`config.mk`:
```
export PLATFORM = sky130hd
export DESIGN_NAME = disturb_burst_ctrl
export DESIGN_NICKNAME = d
export VERILOG_FILES = /design/src/rtl/disturb_burst_ctrl.sv
export SDC_FILE = /design/constraint.sdc
export NUM_CORES = 1
export LEC_CHECK = 0
export CORE_ASPECT_RATIO = 2
export CORE_UTILIZATION = 62
export DETAILED_ROUTE_END_ITERATION = 12
export PLACE_DENSITY = 0.95
export REMOVE_ABC_BUFFERS = 1
export SLEW_MARGIN = 20
export SYNTH_ARGS = -nofsm -noshare
export SYNTH_HDL_FRONTEND = slang
export SYNTH_SLANG_ARGS = --single-unit
```
`constraint.sdc`:
```
create_clock -name clk -period 5.7 [get_ports clk]
set_clock_uncertainty 0.2 [all_clocks]
set_input_delay 0.57 -clock clk [delete_from_list [all_inputs] [get_ports clk]]
set_output_delay 0.57 -clock clk [all_outputs]
set_load 0.02 [all_outputs]
```
`src/rtl/disturb_burst_ctrl.sv`:
```
// Burst-train enable generator for the PN disturber: N bursts of on_len cycles separated by off_len idle cycles.
// All outputs are registered; disturb_en rises one cycle after an accepted start, and start is ignored while busy.
module disturb_burst_ctrl #(
  parameter int LEN_W = 16,
  parameter int CNT_W = 8
) (
  input  logic             clk,
  input  logic             rst_n,
  input  logic             start,
  input  logic             abort,
  input  logic [LEN_W-1:0] on_len,
  input  logic [LEN_W-1:0] off_len,
  input  logic [CNT_W-1:0] n_bursts,
  output logic             disturb_en,
  output logic             busy,
  output logic             done,
  output logic [CNT_W-1:0] burst_idx
);

  typedef enum logic [1:0] {
    S_IDLE,
    S_ON,
    S_OFF,
    S_FIN
  } state_t;

  state_t           state, state_nxt;
  logic [LEN_W-1:0] cnt, cnt_nxt;
  logic [LEN_W-1:0] on_q, on_nxt;
  logic [LEN_W-1:0] off_q, off_nxt;
  logic [CNT_W-1:0] n_q, n_nxt;
  logic [CNT_W-1:0] idx_nxt;

  always_ff @(posedge clk or negedge rst_n) begin
    if (!rst_n) begin
      state      <= S_IDLE;
      cnt        <= '0;
      on_q       <= '0;
      off_q      <= '0;
      n_q        <= '0;
      burst_idx  <= '0;
      disturb_en <= 1'b0;
      busy       <= 1'b0;
      done       <= 1'b0;
    end else begin
      state      <= state_nxt;
      cnt        <= cnt_nxt;
      on_q       <= on_nxt;
      off_q      <= off_nxt;
      n_q        <= n_nxt;
      burst_idx  <= idx_nxt;
      // Outputs are decoded from the next state so they register in step with it.
      disturb_en <= (state_nxt == S_ON);
      busy       <= (state_nxt == S_ON) || (state_nxt == S_OFF);
      done       <= (state_nxt == S_FIN);
    end
  end

  always_comb begin
    state_nxt = state;
    cnt_nxt   = cnt;
    on_nxt    = on_q;
    off_nxt   = off_q;
    n_nxt     = n_q;
    idx_nxt   = burst_idx;

    if (abort) begin
      state_nxt = S_IDLE;
      cnt_nxt   = '0;
    end else begin
      case (state)
        S_IDLE, S_FIN: begin
          if (state == S_FIN) begin
            state_nxt = S_IDLE;
          end
          // FIN reports busy=0, so a new train can be launched straight out of it.
          if (start) begin
            on_nxt  = on_len;
            off_nxt = (off_len == '0) ? LEN_W'(1) : off_len;
            n_nxt   = n_bursts;
            idx_nxt = '0;
            if (on_len == '0 || n_bursts == '0) begin
              state_nxt = S_FIN;
            end else begin
              state_nxt = S_ON;
              cnt_nxt   = on_len - LEN_W'(1);
            end
          end
        end

        S_ON: begin
          if (cnt == '0) begin
            if (burst_idx == n_q - CNT_W'(1)) begin
              state_nxt = S_FIN;
            end else begin
              state_nxt = S_OFF;
              cnt_nxt   = off_q - LEN_W'(1);
            end
          end else begin
            cnt_nxt = cnt - LEN_W'(1);
          end
        end

        S_OFF: begin
          if (cnt == '0) begin
            state_nxt = S_ON;
            cnt_nxt   = on_q - LEN_W'(1);
            idx_nxt   = burst_idx + CNT_W'(1);
          end else begin
            cnt_nxt = cnt - LEN_W'(1);
          end
        end

        default: state_nxt = S_IDLE;
      endcase
    end
  end

endmodule

```
==> impl_metrics.toml <==
[global_route]
grt_start_max_net_pins = 70
overflow = 0
grt_pass1_vias = 4749
globalRouteMet3Util_pct = 7.092
grtUsageTotal_pct = 35.83
grt_pass1_wl_um = 22350
antenna_found_initial = 0
top_usage_layer = "met2"
grt_use_met2_pct = 63.01
grtUsageMet1_pct = 33.85

[detailed_routing]
wl_per_cell_um = 20.98
route.detailed.drc = 0
vias = 4678
viasPerCell = 7.013
routed_wl_um = 14000
ant_nets = 0
drtIter0Drc = 266
dr.pass1.iters = 5

[worst_setup_path]
r2r_slack_ps = 2150
crit_start = "n_q[0]"
crit_path_max_fanout = 7
cp.required_ps = 5740
reg2reg_to = "cnt[4]"
crit_arrival_ps = 3580
reg2reg_from = "n_q[0]"
slowest_delay_ps = 900
critPathSlowestCell = "a211oi_1"
start_kind = "register"
r2r_cells = 8
cp-end-kind = "register"
worstSetupPathType = "reg -> reg"
crit_path_cell_trace = "inv_1 -> ha_1 -> xnor2_1 -> and4b_1 -> a41oi_1 -> a211oi_1 -> a32o_1 -> mux2_2"

[clock_network]
clk_pin_slew_ps = 60
cts_resized = 0
clock-root-buffer = "clkbuf_16"
clockBufferDepth = 2
cts_sinks = 69
cts_made_buffers = 9
clk_latency_ps = 350
cts_setup_buffers = 0
cts_hold_buf = 0
cts_tree = "yes"
ctsHtreeMaxLevel = 3

[synth]
synth-seq-area-share_pct = 34.89
synth_ff_type = "dfrtp_1"
synth_top_family_by_area = "simple AND/OR/NAND/NOR gates"
ys_top_cells_by_count = "69 x dfrtp_1, 44 x mux2_2, 34 x o21ai_0"
yosysUniqueCellTypes = 70
synth_xor_area_share_pct = 6.726
synth.avg_cell_area_um2 = 9.250
synthAdderAreaFrac_pct = 2.781
yosys.area_share.simple_pct = 20.30
netlist_instances = 535
yosys.area.top_type = "dfrtp_1"
synth_most_common_cell = "dfrtp_1"
synthesis.area_um2 = 4948
yosys_register_bits = 69
async_flop_share_pct = 100.0
synth_edf_count = 0
ys_top_cells_by_area = "dfrtp_1 35%, mux2_2 10%, xnor2_1 3.9%"
synth_compound_area_share_pct = 17.29
synth_warnings = 0
yosys.area.top_type_share_pct = 34.89
synth.area.mux_share_pct = 12.64

[sta]
fin_setup_tns_ps = 0
min_period_over_period_pct = 62.22
max_slew_margin_pct = 30.61
rsz0062_at_grt = "false"
setup_violations = 0
maxSlewViolCount = 0
worst_slew_pin_slew_ps = 1035
hold_viol = 0
period_needed_ps = 3546
timing.fmax_mhz = 282.0

[hold_path]
hold_path_class = "in -> async"

[layout]
final_core_utilization_pct = 75.44
num_antenna_cells = 0
register_area_um2 = 1727
drive_above_1_share_pct = 15.18
multi_input_area_um2 = 2962
area_growth_pct = 16.74
final_nets = 623
fillerInstances = 573

[pwr]
p_sw_share_pct = 36.82
power_frac_comb_pct = 33.3
p_leak_uw = 0.002224
power_density_nw_per_um2 = 343.6
p_int_uw = 1254
seqPwrFrac_pct = 37.6
p_switching_uw = 730.7
p_clk_share_pct = 29.1
ir_drop_v = 0.0002698

[status]
status = "finished, final reports clean"

[floorplanning]
fp.dieH_um = 128.3
dieArea_um2 = 8364
design.core.area_um2 = 7657
rows = 45
io_pins = 55
fp.dieW_um = 65.17
start_util_pct = 64.62

[placement]
dp_hpwl_um = 10140
place.gp.congestion = 0.9388
port_buffers = 54

[run]
maxCapViolCount = 0
[power by group through the flow]
stage	clock network (uW)	registers (uW)	logic, uW
floorplan	0	698	459
global placement	0	730	611
detailed placement	0	742	640
CTS	582	736	648
global route	600	755	717
finish	577	746	662
[cells by family (layout without fill, tap and decap cells)]
kind of cell	count (synthesis)	after routing
xor gates and xnor gates	38	38
buffers and inverters	60	98
adders and majority gates	11	11
DFF	69	69
AOI/OAI and AO/OA	126	126
and+or+nand+nor	175	175
muxes	56	56
[worst max path at each step]
stage | to | slack (ps) | depth (start not counted)
global route | busy | 1990 | 9
detailed placement | cnt[6] | 1990 | 9
global placement | cnt[6] | 1990 | 9
finish | cnt[4] | 2150 | 8
floorplan | off_q[0] | 2420 | 4
CTS | cnt[4] | 2170 | 7
[final cells by class]
type	count	share of cell area, %
well taps	94	2.036
repair buffers	59	9.920
multi-input cells	406	51.27
inverters	23	1.494
flip-flops and latches	69	29.89
clock inverters	5	1.018
clock buffers	11	4.375
[layout by cell type (no fill, tap or decap), types with 9 or more instances in the layout]
master and n:
a21oi_1 19, a31oi_1 12, clkbuf_16 9, clkdlybuf4s50_1 53, dfrtp_1 69, ha_1 11, inv_1 22, mux2_2 44
mux2i_1 10, nand2_1 31, nand3_1 12, nor2_1 22, nor3_1 20, nor4_1 17, o21ai_0 34, o31ai_1 13
or3_1 16, or4_1 16, xnor2_1 22, xor2_1 16
[registers in the layout, indices dropped and copies added (netlist names)]
signal      flops
burst_idx       8
n_q             8
on_q           16
state           2
cnt            16
done            1
busy            1
disturb_en      1
off_q          16
[worst max-delay path: cells and delay by family (launching register included)]
kind	cells	cell delay, ps
buf+inv	1	80
simple gates	1	220
compound gates	3	1520
fa+ha+maj	1	310
mux	1	380
flops	1	530
xor+xnor	1	190
[metrics by stage]
stage                     hold slack [ps]  cell area (um2)  instances  power (uW)  setup slack, ps
after CTS                           257.1             5777        667        1966             2171
after floorplan                     74.41             4770        498        1157             2417
after global routing                320.0             5777        667        2072             1993
after global placement              308.8             5465        651        1341             1988
final                               229.7             5777        667        1985             2154
after detailed placement            320.7             5465        651        1382             1990
[routing by layer]
metal | vias up | part of all wire (%)
li1 | 2077 | -
met1 | 2222 | 32
met2 | 281 | 53
met3 | 98 | 6.7
met4 | 0 | 8.1
met5 | - | 0
(Power assumes the default switching activity.)
==> RTL edit: new RTL, config.mk and constraints unchanged <==
Encoding of `state_t`: now one-hot (4 bits for 4 states).
--- a/src/rtl/disturb_burst_ctrl.sv
+++ b/src/rtl/disturb_burst_ctrl.sv
@@ -17,11 +17,11 @@
   output logic [CNT_W-1:0] burst_idx
 );
 
-  typedef enum logic [1:0] {
-    S_IDLE,
-    S_ON,
-    S_OFF,
-    S_FIN
+  typedef enum logic [3:0] {
+    S_IDLE = 4'b0001,
+    S_ON   = 4'b0010,
+    S_OFF  = 4'b0100,
+    S_FIN  = 4'b1000
   } state_t;
 
   state_t           state, state_nxt;
Function: same outputs for any inputs over 10 cycles, from zero or initial values and one cycle with rst_n low; not proved beyond that.
==> RTL edit against the unedited design <==
  * Fmax fell by 1.7%
  * Cell area fell by 2.0%
  * Highest routed layer unchanged
  * Sequential cell count grew 2
  * Wire length is 5.3% lower
  * Worst setup slack worse by 0.061 ns
  * Sequential share of layout area is 1.5 points higher
  * Power is 4.1% higher
  * Area after synthesis fell by 5.2%
  * Synthesized cell count up 7.1%
  * Largest power group unchanged
  * Combinational power grew 3.6%
==> RTL edit: results (changes against the unedited design) <==
metric	value	unit	change
multiInputGateArea	2780	um2	-6.0%
path_max_fanout	17		+10
cp_slowest_cell	nor3_4		
placed_cells	703		+8.0%
hpwl	9460	um	-6.7%
crit_arrival	3.64	ns	+0.06 ns
outcome	finished, final reports clean		
critPathTopFamily	simple AND/OR/NAND/NOR gates		
power_report.internal_total	1.31	mW	+4.2%
seq_cell_count	71		+2.9%
seq-cell-share	0.314		+0.0153
nets	673		+8.0%
power.density	365	nW/um2	+6.3%
synth.area.top_cells	dfrtp_1, nand2_1, xnor2_1		
ys_types	54		-23%
post_drt_wl_per_cell	18.4	um	-12%
cp-startpoint	on_len[4]		
synth_compound_area_frac	0.130		-0.0426
maxSlewHeadroom	0.358		+0.0515
dr_total_vias	4620		-1.2%
grt_max_degree	72		+2.9%
synth_fa_ha_area_frac	0.0160		-0.0118
track_usage	0.349		-0.00951
vdd_drop_max	0.262	mV	-2.7%
cp-start-kind	input pin		
grt_pass1_wl	21400	um	-4.2%
p_clk_frac	0.306		+0.015
synth_common_cells	nand2_1, dfrtp_1, nor2_1		
drive_above_1_share	0.0605		-0.0913
buf_share	0.105		+0.00560
seq_area	1780	um2	+3.0%
p_leak	2.43	nW	+9.4%
synth_flop_cell	dfrtp_1		
cts_buffers	9		unchanged
combPwrFrac	0.332		about the same
synthCells	573		+7.1%
dpl-instance-area	5300	um2	-3.0%
n_all_inverters	15		-35%
final_cells	720		+7.9%
dp_slack	1.75	ns	-0.236 ns
critPathMaxStageDelay	0.78	ns	-0.12 ns
final-clk-cell-share	0.0588		+0.00488
fillers	498		-13%
synth_mux_area_frac	0.0400		-0.0864
worstReg2RegStart	n_q[4]$_DFFE_PN0P_		
## RTL edit: cell count changes after synthesis, sizes merged, moves of 9 or more
cell and change:
xor2 +9, xnor2 +13, or3 -12, o21ai -14
or4 -11, mux2 -40, nor2 +30, nand2b +15
nand2 +101, clkbuf -9, o31ai -9
## RTL edit: routing by layer
layer,GRT usage,vias up,wire (um)
met5,0,-,0
met4,0.262,0,916
met3,0.0721,86,661
met2,0.624,234,7160
met1,0.338,2196,4520
li1,-,2104,-
## RTL edit: path summary, 6_finish.rpt
| check | to | slack [ns] | cells after the start |
|---|---|---|---|
| setup / recovery | cnt[6]$_DFFE_PN0P_ | 2.09 | 7 |
| hold / removal | busy$_DFF_PN0_ | 0.23 | 2 |
| setup reg to reg | cnt[6]$_DFFE_PN0P_ | 2.23 | 7 |
| hold reg to reg | off_q[15]$_DFFE_PN0P_ | 0.31 | 2 |
| max in group asynchronous | on_q[13]$_DFFE_PN0P_ | 4.46 | 2 |
| min in group clk | off_q[15]$_DFFE_PN0P_ | 0.31 | 2 |
